### config.mk
export PLATFORM = sky130hd
export DESIGN_NAME = pwm_capture
export DESIGN_NICKNAME = d
export VERILOG_FILES = /design/src/rtl/pwm_capture.sv
export SDC_FILE = /design/constraint.sdc
export NUM_CORES = 1
export LEC_CHECK = 0
export ABC_AREA = 1
export BUFFER_PORTS_ARGS = -buffer_cell sky130_fd_sc_hd__buf_4
export CAP_MARGIN = 40
export CORE_UTILIZATION = 62
export DETAILED_ROUTE_END_ITERATION = 8
export MAX_ROUTING_LAYER = met4
export PLACE_DENSITY = 0.85
export SLEW_MARGIN = 30
export SYNTH_ARGS = -nofsm -noshare
export SYNTH_HDL_FRONTEND = slang
export SYNTH_SLANG_ARGS = --single-unit
### constraint.sdc
create_clock -name Clk50M -period 4.6 [get_ports Clk50M]
set_input_delay 0.23 -clock Clk50M [delete_from_list [all_inputs] [get_ports Clk50M]]
set_output_delay 0.23 -clock Clk50M [all_outputs]
set_load 0.05 [all_outputs]
### src/rtl/pwm_capture.sv
// PWM capture: measures period (rise to rise) and high time (rise to fall) of an
// asynchronous PWM input in Clk50M cycles, with a static-level timeout.
module pwm_capture #(
  parameter int          SYNC_STAGES = 2,
  parameter logic [31:0] TIMEOUT_CYC = 32'd50_000_000
) (
  input  logic        Clk50M,
  input  logic        Rst,
  input  logic        cap_en,
  input  logic        pwm_in,
  output logic [31:0] meas_period,
  output logic [31:0] meas_high,
  output logic        meas_valid,
  output logic        timeout,
  output logic        pwm_level
);

  typedef enum logic [1:0] {IDLE, HIGH, LOW} state_t;

  state_t                 state;
  logic [SYNC_STAGES-1:0] sync;
  logic                   s;
  logic                   s_d;
  logic                   rise;
  logic                   fall;
  logic [31:0]            cnt;
  logic [31:0]            high_lat;

  // Counter stops at all-ones instead of wrapping back to a small, plausible value.
  function automatic logic [31:0] sat_inc(input logic [31:0] v);
    return (v == 32'hFFFF_FFFF) ? v : v + 32'd1;
  endfunction

  // Synchronizer and edge-detect stage
  always_ff @(posedge Clk50M) begin
    if (Rst) begin
      sync <= '0;
      s_d  <= 1'b0;
    end else begin
      sync <= {sync[SYNC_STAGES-2:0], pwm_in};
      s_d  <= s;
    end
  end

  assign s         = sync[SYNC_STAGES-1];
  assign rise      = s & ~s_d;
  assign fall      = ~s & s_d;
  assign pwm_level = s;

  // Measurement FSM; edges are tested before the timeout so an edge always wins
  always_ff @(posedge Clk50M) begin
    if (Rst) begin
      state       <= IDLE;
      cnt         <= '0;
      high_lat    <= '0;
      meas_period <= '0;
      meas_high   <= '0;
      meas_valid  <= 1'b0;
      timeout     <= 1'b0;
    end else begin
      meas_valid <= 1'b0;
      if (!cap_en) begin
        state   <= IDLE;
        cnt     <= '0;
        timeout <= 1'b0;
      end else begin
        case (state)
          IDLE: begin
            cnt <= '0;
            if (rise) begin
              state   <= HIGH;
              cnt     <= 32'd1;
              timeout <= 1'b0;
            end
          end
          HIGH: begin
            if (fall) begin
              state    <= LOW;
              high_lat <= cnt;
              cnt      <= sat_inc(cnt);
            end else if (cnt == TIMEOUT_CYC) begin
              state   <= IDLE;
              cnt     <= '0;
              timeout <= 1'b1;
            end else begin
              cnt <= sat_inc(cnt);
            end
          end
          LOW: begin
            if (rise) begin
              state       <= HIGH;
              meas_period <= cnt;
              meas_high   <= high_lat;
              meas_valid  <= 1'b1;
              cnt         <= 32'd1;
            end else if (cnt == TIMEOUT_CYC) begin
              state   <= IDLE;
              cnt     <= '0;
              timeout <= 1'b1;
            end else begin
              cnt <= sat_inc(cnt);
            end
          end
          default: begin
            state <= IDLE;
            cnt   <= '0;
          end
        endcase
      end
    end
  end

endmodule
==> results of run 1 <==
==> where the power goes <==
| part | total [mW] | switching (mW) | internal (mW) |
|---|---|---|---|
| Clock | 1.26 | 0.563 | 0.701 |
| Sequential | 1.17 | 0.00122 | 1.17 |
| Combinational | 0.0491 | 0.0369 | 0.0122 |
| Total | 2.48 | 0.601 | 1.88 |
==> worst max-delay path by stage <==
stage	end	depth (start not counted)	startpoint	slack (ns)
global placement	cnt[11]	7	Rst	2.20
CTS	meas_period[3]	6	sync[1]	2.26
global route	cnt[1]	9	cnt[24]	2.10
floorplan	meas_high[10]	7	sync[1]	2.87
detailed placement	meas_period[3]	6	state[0]	2.31
finish	cnt[1]	9	cnt[24]	2.29
==> cells by family (layout without fill, tap and decap cells) <==
family	count (synthesis)	count (layout)	share of synthesized area (%)
other	0	1	0
adders and majority gates	6	6	1.306
buffers and inverters	156	222	10.45
AOI/OAI and AO/OA	191	191	16.74
xor gates and xnor gates	12	12	1.828
DFF	135	135	47.01
and+or+nand+nor	297	297	22.68
==> final cells by class <==
class | count | area (µm²) | share of cell area, %
flip-flops and latches | 135 | 2703 | 39.24
multi-input cells | 506 | 2464 | 35.77
repair buffers | 76 | 596.8 | 8.666
clock buffers | 18 | 427.9 | 6.214
inverters | 114 | 427.9 | 6.214
well taps | 108 | 135.1 | 1.962
clock inverters | 14 | 130.1 | 1.890
diodes | 1 | 2.502 | 0.03634
==> metrics by stage <==
step	area, µm²	power (mW)	instances
floorplan	5749	1.233	797
global placement	6275	1.243	936
detailed placement	6289	1.244	937
CTS	6857	2.497	970
global route	6887	2.557	972
finish	6887	2.485	972
==> what timing repair did <==
action | in CTS | in global routing
endpoints found under the hold margin | 1 | 0
hold buffers | 1 | 0
buffers inserted | 0 | 0
==> layout by cell type, fill, tap and decap left out, types with 7 or more instances in the layout <==
cell type                   count
sky130_fd_sc_hd__nand2_1      137
sky130_fd_sc_hd__dfxtp_1      135
sky130_fd_sc_hd__a21oi_1      115
sky130_fd_sc_hd__inv_1        107
sky130_fd_sc_hd__buf_4         73
sky130_fd_sc_hd__nor2_1        69
sky130_fd_sc_hd__o21ai_0       66
sky130_fd_sc_hd__nand3_1       57
sky130_fd_sc_hd__clkbuf_16     16
sky130_fd_sc_hd__xor2_1        12
sky130_fd_sc_hd__nor3_1        10
sky130_fd_sc_hd__inv_2          7
sky130_fd_sc_hd__o21ai_1        7
==> layer usage <==
layer  vias up  track usage (%)
met5         -                -
met4         0            12.06
met3        32            7.158
met2       213            50.81
met1      2472            41.61
li1       2666                -
==> state kept, by name, summed over array words and instances, names as in the netlist <==
register / cells
meas_period: 32
timeout: 1
cnt: 32
s_d: 1
state: 2
high_lat: 32
sync: 2
meas_high: 32
meas_valid: 1
==> out/qor.json, run 1 <==
{
  "timing.hold.worst_endpoint": {"value": "s_d"},
  "cpPeakStageDelay": {"value": 0.56, "unit": "ns"},
  "grt-ovfl-total": {"value": 0},
  "synth_nets": {"value": 807},
  "synth_area_leaders": {"value": "sky130_fd_sc_hd__dfxtp_1 (47%), sky130_fd_sc_hd__a21oi_1 (10%), sky130_fd_sc_hd__nand2_1 (9.0%), sky130_fd_sc_hd__inv_1 (7.0%), sky130_fd_sc_hd__o21ai_0 (5.7%)"},
  "synth-async-reset-ratio": {"value": 0, "unit": "%"},
  "highest-signal-layer": {"value": "met4"},
  "setup_violations": {"value": 0},
  "drt-vias-per-instance": {"value": 5.538},
  "ys_seq_area_share": {"value": 47.01, "unit": "%"},
  "global_route_wire_length_before_repair": {"value": 24110, "unit": "µm"},
  "routed_wire_length_per_instance": {"value": 14.90, "unit": "µm"},
  "chipHeight": {"value": 98.30, "unit": "µm"},
  "power.ir.vdd_worst": {"value": 0.2885, "unit": "mV"},
  "final_antenna_net_count": {"value": 0},
  "route.detailed.drc": {"value": 0},
  "totalWireLength": {"value": 14480, "unit": "µm"},
  "fin_skew": {"value": 0.008505, "unit": "ns"},
  "worstRegToRegCells": {"value": 9},
  "detailroute.wirelength.met2": {"value": 6806, "unit": "µm"},
  "preCtsSetupSlack": {"value": 2.311, "unit": "ns"},
  "rrSetupSlack": {"value": 2.29, "unit": "ns"},
  "worst-endpoint-arrival": {"value": 2.68, "unit": "ns"},
  "dpl.hpwl": {"value": 9888, "unit": "µm"},
  "synth.top_cells.by_count": {"value": "sky130_fd_sc_hd__nand2_1 (138), sky130_fd_sc_hd__dfxtp_1 (135), sky130_fd_sc_hd__a21oi_1 (115)"},
  "status": {"value": "complete, no violations"},
  "number_of_gates_given_a_new_drive_strength_after_cts": {"value": 0},
  "design.die.area": {"value": 9662, "unit": "µm²"},
  "reg2reg_from": {"value": "cnt[24]"},
  "crit-reg2reg-capture": {"value": "cnt[1]"},
  "worst_setup_slack_final": {"value": 2.294, "unit": "ns"},
  "die-width": {"value": 98.30, "unit": "µm"},
  "clock_latency_late_sink": {"value": 0.51, "unit": "ns"},
  "post-route-min-period": {"value": 2.306, "unit": "ns"},
  "report.final.slew_viol_count": {"value": 0},
  "path_cells": {"value": "nand2_1 > nor2_1 > nand3_2 > nor2_1 > nand2_1 > inv_2 > nand2_1 > o21ai_1 > nor2_1"},
  "timing.final.hold_violations": {"value": 0},
  "min_delay_path_depth": {"value": 2},
  "cpMaxStageDelayCell": {"value": "sky130_fd_sc_hd__dfxtp_1"},
  "postSynthAreaPerCell": {"value": 7.214, "unit": "µm²"},
  "max_slew_margin": {"value": 57.41, "unit": "%"},
  "power_leakage": {"value": 2.620, "unit": "nW"},
  "drt-pass1-iter-count": {"value": 7},
  "rsz0062_at_grt": {"value": "no"},
  "filler_cell_count": {"value": 656},
  "via_count_of_the_first_global_routing_pass": {"value": 5093},
  "synth.distinct_cells": {"value": 30},
  "syn_inst_count": {"value": 797},
  "wl_met1": {"value": 6340, "unit": "µm"},
  "critPathKind": {"value": "reg -> reg"},
  "synthDominantAreaCellType": {"value": "sky130_fd_sc_hd__dfxtp_1"},
  "design.portCount": {"value": 71},
  "worstSetupEndpointType": {"value": "register"},
  "port_buffers": {"value": 70},
  "clk_root_buffer_cell": {"value": "sky130_fd_sc_hd__clkbuf_8"},
  "layout_worst_path_cycle_share": {"value": 50.14, "unit": "%"},
  "clkSlewWorstSetupHoldPaths": {"value": 0.06, "unit": "ns"},
  "gpl.final_weighted_congestion": {"value": 0.9884},
  "placeableCoreArea": {"value": 8848, "unit": "µm²"},
  "clkSinkCount": {"value": 135},
  "tritoncts": {"value": "done"},
  "synth_edf_count": {"value": 0},
  "antenna_found_initial": {"value": 1},
  "timing.hold.worst.start": {"value": "Rst"},
  "measured_slew_at_the_worst_slew_check_pin": {"value": 0.6365, "unit": "ns"},
  "cts_max_path_buffers": {"value": 2},
  "power_per_cell_area": {"value": 360.8, "unit": "nW/µm²"},
  "yosys_warnings": {"value": 0},
  "finalNetCount": {"value": 860},
  "track_usage": {"value": 32.58, "unit": "%"},
  "start_util": {"value": 64.97, "unit": "%"},
  "cts-htree-levels": {"value": 4},
  "postSynthRegisterBits": {"value": 135},
  "via_total_after_detailed_routing": {"value": 5383},
  "worst_setup_path_start_kind": {"value": "register"},
  "synthDominantCellAreaShare": {"value": 47.01, "unit": "%"},
  "tns_setup": {"value": 0, "unit": "ns"},
  "dominantRegCellSynth": {"value": "sky130_fd_sc_hd__dfxtp_1"},
  "drc_marker_count_from_the_first_detailed_route_iteration": {"value": 300},
  "flow.area_growth_from_synthesis": {"value": 19.78, "unit": "%"},
  "syn_area": {"value": 5749, "unit": "µm²"},
  "cp_max_fo": {"value": 12},
  "crit_buf_inv": {"value": 1},
  "grt_start_max_net_pins": {"value": 82},
  "met3_wirelength": {"value": 1026, "unit": "µm"},
  "synth_most_common_cell": {"value": "sky130_fd_sc_hd__nand2_1"},
  "floorplan.rows": {"value": 34},
  "layout_cells_sized_above_1": {"value": 15.18, "unit": "%"},
  "data_required_time_of_the_worst_path": {"value": 4.98, "unit": "ns"},
  "maxClockFrequency": {"value": 433.6, "unit": "MHz"},
  "hold_class": {"value": "in -> reg"},
  "whs": {"value": 0.1226, "unit": "ns"},
  "worst_path_dominant_cell_family": {"value": "simple AND/OR/NAND/NOR gates"},
  "timing.max_cap.violations": {"value": 0},
  "fin_util": {"value": 77.83, "unit": "%"},
  "cts-buffers-inserted": {"value": 17}
}
Note: power is estimated with default switching activity, not from simulation.
==> run 2, diff against run 1 <==
Settings changed: CORE_UTILIZATION 62 to 52, PLACE_DENSITY 0.85 to 0.76.
Clock period 4.6 ns to 2 ns, I/O delays scaled along.
==> out/qor.json, run 2 (synthesis results as in run 1) <==
{
  "status": {"value": "complete, no violations"},
  "via_count_of_the_first_global_routing_pass": {"value": 4889},
  "floorplan.rows": {"value": 38},
  "design.die.area": {"value": 11480, "unit": "µm²"},
  "preCtsSetupSlack": {"value": 0.09854, "unit": "ns"},
  "clkSinkCount": {"value": 135},
  "worst_setup_slack_final": {"value": 0.1413, "unit": "ns"},
  "path_cells": {"value": "inv_1 > nor3_2 > nand2_1 > nor2_2 > nand3_1 > nor2_1 > nand2_1 > nand2_1 > nor2_1"},
  "port_buffers": {"value": 70},
  "instances_no_fill": {"value": 1026},
  "worst_setup_path_start_kind": {"value": "register"},
  "grt_start_max_net_pins": {"value": 79},
  "drc_marker_count_from_the_first_detailed_route_iteration": {"value": 461},
  "clock_latency_late_sink": {"value": 0.52, "unit": "ns"},
  "mostFrequentLayoutCells": {"value": "sky130_fd_sc_hd__nand2_1 (138), sky130_fd_sc_hd__dfxtp_1 (134), sky130_fd_sc_hd__a21oi_1 (115)"},
  "worst-endpoint-arrival": {"value": 2.28, "unit": "ns"},
  "cpPeakStageDelay": {"value": 0.45, "unit": "ns"},
  "num_antenna_cells": {"value": 0},
  "route.detailed.drc": {"value": 0},
  "final_antenna_net_count": {"value": 0},
  "multiInputGateArea": {"value": 2461, "unit": "µm²"},
  "layout_cells_sized_above_1": {"value": 17.16, "unit": "%"},
  "track_usage": {"value": 28.09, "unit": "%"},
  "rsz0062_at_grt": {"value": "no"},
  "cts-htree-levels": {"value": 4},
  "routed_wire_length_per_instance": {"value": 14.45, "unit": "µm"},
  "cts.repair_timing.setup_buffer_count": {"value": 0},
  "design.portCount": {"value": 71},
  "post_dp_cell_area": {"value": 6520, "unit": "µm²"},
  "flow.area_growth_from_synthesis": {"value": 24.13, "unit": "%"},
  "stdcell_area": {"value": 7137, "unit": "µm²"},
  "dpl.hpwl": {"value": 10410, "unit": "µm"},
  "tns_setup": {"value": 0, "unit": "ns"},
  "grt-ovfl-total": {"value": 0},
  "layout_worst_path_cycle_share": {"value": 92.93, "unit": "%"},
  "critPathKind": {"value": "reg -> reg"},
  "global_route_wire_length_before_repair": {"value": 24100, "unit": "µm"},
  "timing.final.hold_violations": {"value": 0},
  "drt-pass1-iter-count": {"value": 5},
  "fin_skew": {"value": 0.003941, "unit": "ns"},
  "die-width": {"value": 107.2, "unit": "µm"},
  "timing.critical_path.mode_cell": {"value": "sky130_fd_sc_hd__nand2_1"},
  "clk_root_buffer_cell": {"value": "sky130_fd_sc_hd__clkbuf_8"},
  "power_leakage": {"value": 2.755, "unit": "nW"},
  "start_util": {"value": 53.27, "unit": "%"},
  "place_inst": {"value": 992},
  "via_total_after_detailed_routing": {"value": 5389},
  "design_power_total": {"value": 5.939, "unit": "mW"},
  "data_required_time_of_the_worst_path": {"value": 2.42, "unit": "ns"},
  "antenna_found_initial": {"value": 0},
  "gpl.final_weighted_congestion": {"value": 0.9958},
  "fin_util": {"value": 66.13, "unit": "%"},
  "power.ir.vdd_worst": {"value": 0.6858, "unit": "mV"},
  "worst_path_dominant_cell_family": {"value": "simple AND/OR/NAND/NOR gates"},
  "power_per_cell_area": {"value": 832.2, "unit": "nW/µm²"},
  "timing.max_cap.violations": {"value": 0},
  "layout.cells.most_common": {"value": "sky130_fd_sc_hd__nand2_1"},
  "hold_class": {"value": "in -> reg"},
  "clkSlewWorstSetupHoldPaths": {"value": 0.06, "unit": "ns"},
  "finalNetCount": {"value": 883},
  "cts_max_path_buffers": {"value": 2},
  "area.sequential": {"value": 2704, "unit": "µm²"},
  "cp_max_fo": {"value": 7},
  "totalWireLength": {"value": 14830, "unit": "µm"},
  "chipHeight": {"value": 107.2, "unit": "µm"},
  "filler_cell_count": {"value": 916},
  "measured_slew_at_the_worst_slew_check_pin": {"value": 0.4927, "unit": "ns"},
  "worstSetupEndpointType": {"value": "register"},
  "report.final.slew_viol_count": {"value": 0},
  "tritoncts": {"value": "done"},
  "drt-vias-per-instance": {"value": 5.252},
  "maxClockFrequency": {"value": 538.0, "unit": "MHz"},
  "placeableCoreArea": {"value": 10790, "unit": "µm²"},
  "crit_buf_inv": {"value": 1},
  "whs": {"value": 0.04005, "unit": "ns"},
  "cts-buffers-inserted": {"value": 17},
  "cpMaxStageDelayCell": {"value": "sky130_fd_sc_hd__dfxtp_1"},
  "setup_violations": {"value": 0},
  "max_slew_margin": {"value": 66.90, "unit": "%"},
  "post-route-min-period": {"value": 1.859, "unit": "ns"}
}
## run 2: path summary, 6_finish.rpt
path	start	end	slack (ns)	cells past startpoint
hold reg to reg	sync[0]	sync[1]	0.40	2
hold / removal	Rst	state[0]	0.04	4
setup reg to reg	cnt[5]	cnt[23]	0.14	9
setup / recovery	cnt[5]	cnt[23]	0.14	9
## run 2: cell type report
| type | count | share of cell area [%] |
|---|---|---|
| Clock buffer | 20 | 6.241 |
| Clock inverter | 12 | 2.104 |
| Inverter | 114 | 5.996 |
| Multi-Input combinational cell | 506 | 34.48 |
| Sequential cell | 135 | 37.89 |
| Tap cell | 140 | 2.454 |
| Timing Repair Buffer | 99 | 10.83 |
## run 2: worst register-to-register path, delay by kind of cell, from the launching register on
family	cells	cell delay, ns
DFF	1	0.45
buffers and inverters	1	0.15
and+or+nand+nor	8	1.16
## run 2: per-layer routing
layer / GRT usage (%) / routed length (µm) / up-vias
li1: - / - / 2693
met1: 36.86 / 6672 / 2477
met2: 42.40 / 6864 / 188
met3: 6.930 / 988 / 31
met4: 9.295 / 301 / 0
met5: - / 0 / -
## run 2: power by group
part | internal [mW] | switching (mW)
registers | 2.69 | 0.00251
logic | 0.0344 | 0.0852
clock network | 1.96 | 1.16
## run 2: what timing repair did
item,CTS,global route
resized for setup,0,1
endpoints found under the setup margin,0,4
hold endpoints to repair,3,0
hold buffers,2,0
==> run 3, diff against run 2 <==
Settings changed: CORE_UTILIZATION 52 to 25, PLACE_DENSITY 0.76 to 0.43.
==> out/qor.json, run 3 (synthesis results as in run 1) <==
{
  "totalWireLength": {"value": 16150, "unit": "µm"},
  "instances_no_fill": {"value": 1182},
  "critPathKind": {"value": "reg -> reg"},
  "power_per_cell_area": {"value": 804.8, "unit": "nW/µm²"},
  "layout_worst_path_cycle_share": {"value": 89.67, "unit": "%"},
  "drt-vias-per-instance": {"value": 4.343},
  "status": {"value": "complete, no violations"},
  "global_route_wire_length_before_repair": {"value": 26550, "unit": "µm"},
  "worst_path_dominant_cell_family": {"value": "simple AND/OR/NAND/NOR gates"},
  "start_util": {"value": 25.47, "unit": "%"},
  "timing.final.hold_violations": {"value": 0},
  "grt_start_max_net_pins": {"value": 67},
  "cpMaxStageDelayCell": {"value": "sky130_fd_sc_hd__dfxtp_1"},
  "setup_violations": {"value": 0},
  "drt-pass1-iter-count": {"value": 6},
  "worstSetupEndpointType": {"value": "register"},
  "internal-power": {"value": 4.712, "unit": "mW"},
  "post-route-min-period": {"value": 1.793, "unit": "ns"},
  "cts-buffers-inserted": {"value": 17},
  "timing.critical_path.mode_cell": {"value": "sky130_fd_sc_hd__nand2_1"},
  "tns_setup": {"value": 0, "unit": "ns"},
  "routed_wire_length_per_instance": {"value": 13.67, "unit": "µm"},
  "hold_class": {"value": "in -> reg"},
  "die-width": {"value": 153.6, "unit": "µm"},
  "gpl.final_weighted_congestion": {"value": 0.8322},
  "clk_root_buffer_cell": {"value": "sky130_fd_sc_hd__clkbuf_16"},
  "power.ir.vdd_worst": {"value": 0.3441, "unit": "mV"},
  "tritoncts": {"value": "done"},
  "cts-htree-levels": {"value": 4},
  "placeableCoreArea": {"value": 22570, "unit": "µm²"},
  "flow.area_growth_from_synthesis": {"value": 29.45, "unit": "%"},
  "clock_latency_late_sink": {"value": 0.42, "unit": "ns"},
  "report.final.slew_viol_count": {"value": 0},
  "dpl.hpwl": {"value": 11460, "unit": "µm"},
  "floorplan.rows": {"value": 55},
  "clkSinkCount": {"value": 135},
  "final_antenna_net_count": {"value": 0},
  "clkSlewWorstSetupHoldPaths": {"value": 0.06, "unit": "ns"},
  "design.die.area": {"value": 23610, "unit": "µm²"},
  "route.detailed.drc": {"value": 0},
  "measured_slew_at_the_worst_slew_check_pin": {"value": 0.5372, "unit": "ns"},
  "max_slew_margin": {"value": 64.18, "unit": "%"},
  "cpPeakStageDelay": {"value": 0.41, "unit": "ns"},
  "cts_max_path_buffers": {"value": 2},
  "worst_setup_path_start_kind": {"value": "register"},
  "clock_power_share": {"value": 53.0, "unit": "%"},
  "power.net_switching": {"value": 1.278, "unit": "mW"},
  "cts.repair_timing.setup_buffer_count": {"value": 0},
  "number_of_gates_given_a_new_drive_strength_after_cts": {"value": 0},
  "worst-endpoint-arrival": {"value": 2.11, "unit": "ns"},
  "fin_skew": {"value": 0.01213, "unit": "ns"},
  "finalNetCount": {"value": 895},
  "data_required_time_of_the_worst_path": {"value": 2.31, "unit": "ns"},
  "cp_max_fo": {"value": 12},
  "place_inst": {"value": 1150},
  "mostFrequentLayoutCells": {"value": "sky130_fd_sc_hd__nand2_1 (138), sky130_fd_sc_hd__dfxtp_1 (135), sky130_fd_sc_hd__a21oi_1 (115)"},
  "power_switching_share": {"value": 21.33, "unit": "%"},
  "timing.max_cap.violations": {"value": 0},
  "via_count_of_the_first_global_routing_pass": {"value": 5060},
  "track_usage": {"value": 14.85, "unit": "%"},
  "via_total_after_detailed_routing": {"value": 5134},
  "min_delay_path_depth": {"value": 3},
  "number_of_logic_stages_on_the_critical_path_including_buffering": {"value": 12},
  "layout.cells.most_common": {"value": "sky130_fd_sc_hd__nand2_1"},
  "grt-ovfl-total": {"value": 0},
  "drc_marker_count_from_the_first_detailed_route_iteration": {"value": 302},
  "layout_cells_sized_above_1": {"value": 18.17, "unit": "%"},
  "cts_hold_repair.buffers": {"value": 1},
  "antenna_found_initial": {"value": 0},
  "design.portCount": {"value": 71},
  "port_buffers": {"value": 70},
  "power_leakage": {"value": 2.838, "unit": "nW"},
  "rsz0062_at_grt": {"value": "no"},
  "chipHeight": {"value": 153.6, "unit": "µm"},
  "crit_buf_inv": {"value": 1},
  "num_antenna_cells": {"value": 0},
  "worstRegToRegCells": {"value": 12},
  "power_share_of_the_combinational_group": {"value": 2.0, "unit": "%"},
  "path_cells": {"value": "ha_1 > nand2_2 > nor2_4 > nand2_4 > nor2_8 > nand2_4 > nor2_8 > inv_2 > nand2_1 > nand2_1 > nand2_1 > nor2_1"},
  "p_seq_share": {"value": 45.0, "unit": "%"},
  "maxClockFrequency": {"value": 557.6, "unit": "MHz"}
}
[run 3: cell types whose count changed in the layout (fill, tap and decap cells not counted), moves of 2 or more]
cell | before | now
sky130_fd_sc_hd__buf_12 | 2 | 5
sky130_fd_sc_hd__buf_4 | 95 | 105
sky130_fd_sc_hd__clkbuf_8 | 3 | 1
sky130_fd_sc_hd__clkinv_4 | 1 | 3
sky130_fd_sc_hd__clkinvlp_4 | 3 | 1
[run 3: final cells by class]
class	count	area, µm²
clock buffer	19	442.9
clock inverter	12	152.6
fill	2470	15130
inverter	114	427.9
multi-input combinational	506	2461
sequential	135	2703
tap	285	356.6
timing repair buffer	111	898.4
[run 3: final timing paths]
kind         startpoint        to  slack (ns)
max              cnt[0]   cnt[18]        0.21
min              cap_en  state[0]        0.07
max reg2reg      cnt[0]   cnt[18]        0.21
min reg2reg     sync[0]   sync[1]        0.40
[run 3: worst reg2reg max path, stage by stage (launching register included)]
cell	delay, ns
sky130_fd_sc_hd__dfxtp_1	0.41
sky130_fd_sc_hd__ha_1	0.20
sky130_fd_sc_hd__nand2_2	0.08
sky130_fd_sc_hd__nor2_4	0.17
sky130_fd_sc_hd__nand2_4	0.12
sky130_fd_sc_hd__nor2_8	0.17
sky130_fd_sc_hd__nand2_4	0.09
sky130_fd_sc_hd__nor2_8	0.11
sky130_fd_sc_hd__inv_2	0.13
sky130_fd_sc_hd__nand2_1	0.09
sky130_fd_sc_hd__nand2_1	0.05
sky130_fd_sc_hd__nand2_1	0.05
sky130_fd_sc_hd__nor2_1	0.04
[run 3: stage by stage]
step	worst slack, ns	area [µm²]	hold slack (ns)	total power [mW]	utilization (%)
2_1_floorplan	0.2743	5749	0.2070	2.836	-
3_3_place_gp	0.2063	6837	0.3118	2.878	30.29
3_5_place_dp	0.2047	6837	0.3156	2.877	30.29
4_1_cts	0.1941	7442	0.05852	6.086	32.97
5_1_grt	0.02252	7442	0.09056	6.223	32.97
6_report	0.2066	7442	0.07078	5.990	32.97
[run 3: layer usage]
layer | vias to the layer above | wire [µm] | global-route usage [%]
met1 | 2326 | 8190 | 19.21
met3 | 13 | 469 | 3.298
li1 | 2729 | - | -
met2 | 66 | 7305 | 22.71
met5 | - | 0 | -
met4 | 0 | 189 | 5.143
[run 3: power by group through the flow]
stage | Sequential (mW) | Clock [mW] | Combinational [mW]
5_1_grt | 2.69 | 3.39 | 0.139
3_3_place_gp | 2.75 | 0 | 0.124
2_1_floorplan | 2.76 | 0 | 0.0788
4_1_cts | 2.70 | 3.27 | 0.124
3_5_place_dp | 2.75 | 0 | 0.122
6_report | 2.70 | 3.17 | 0.121
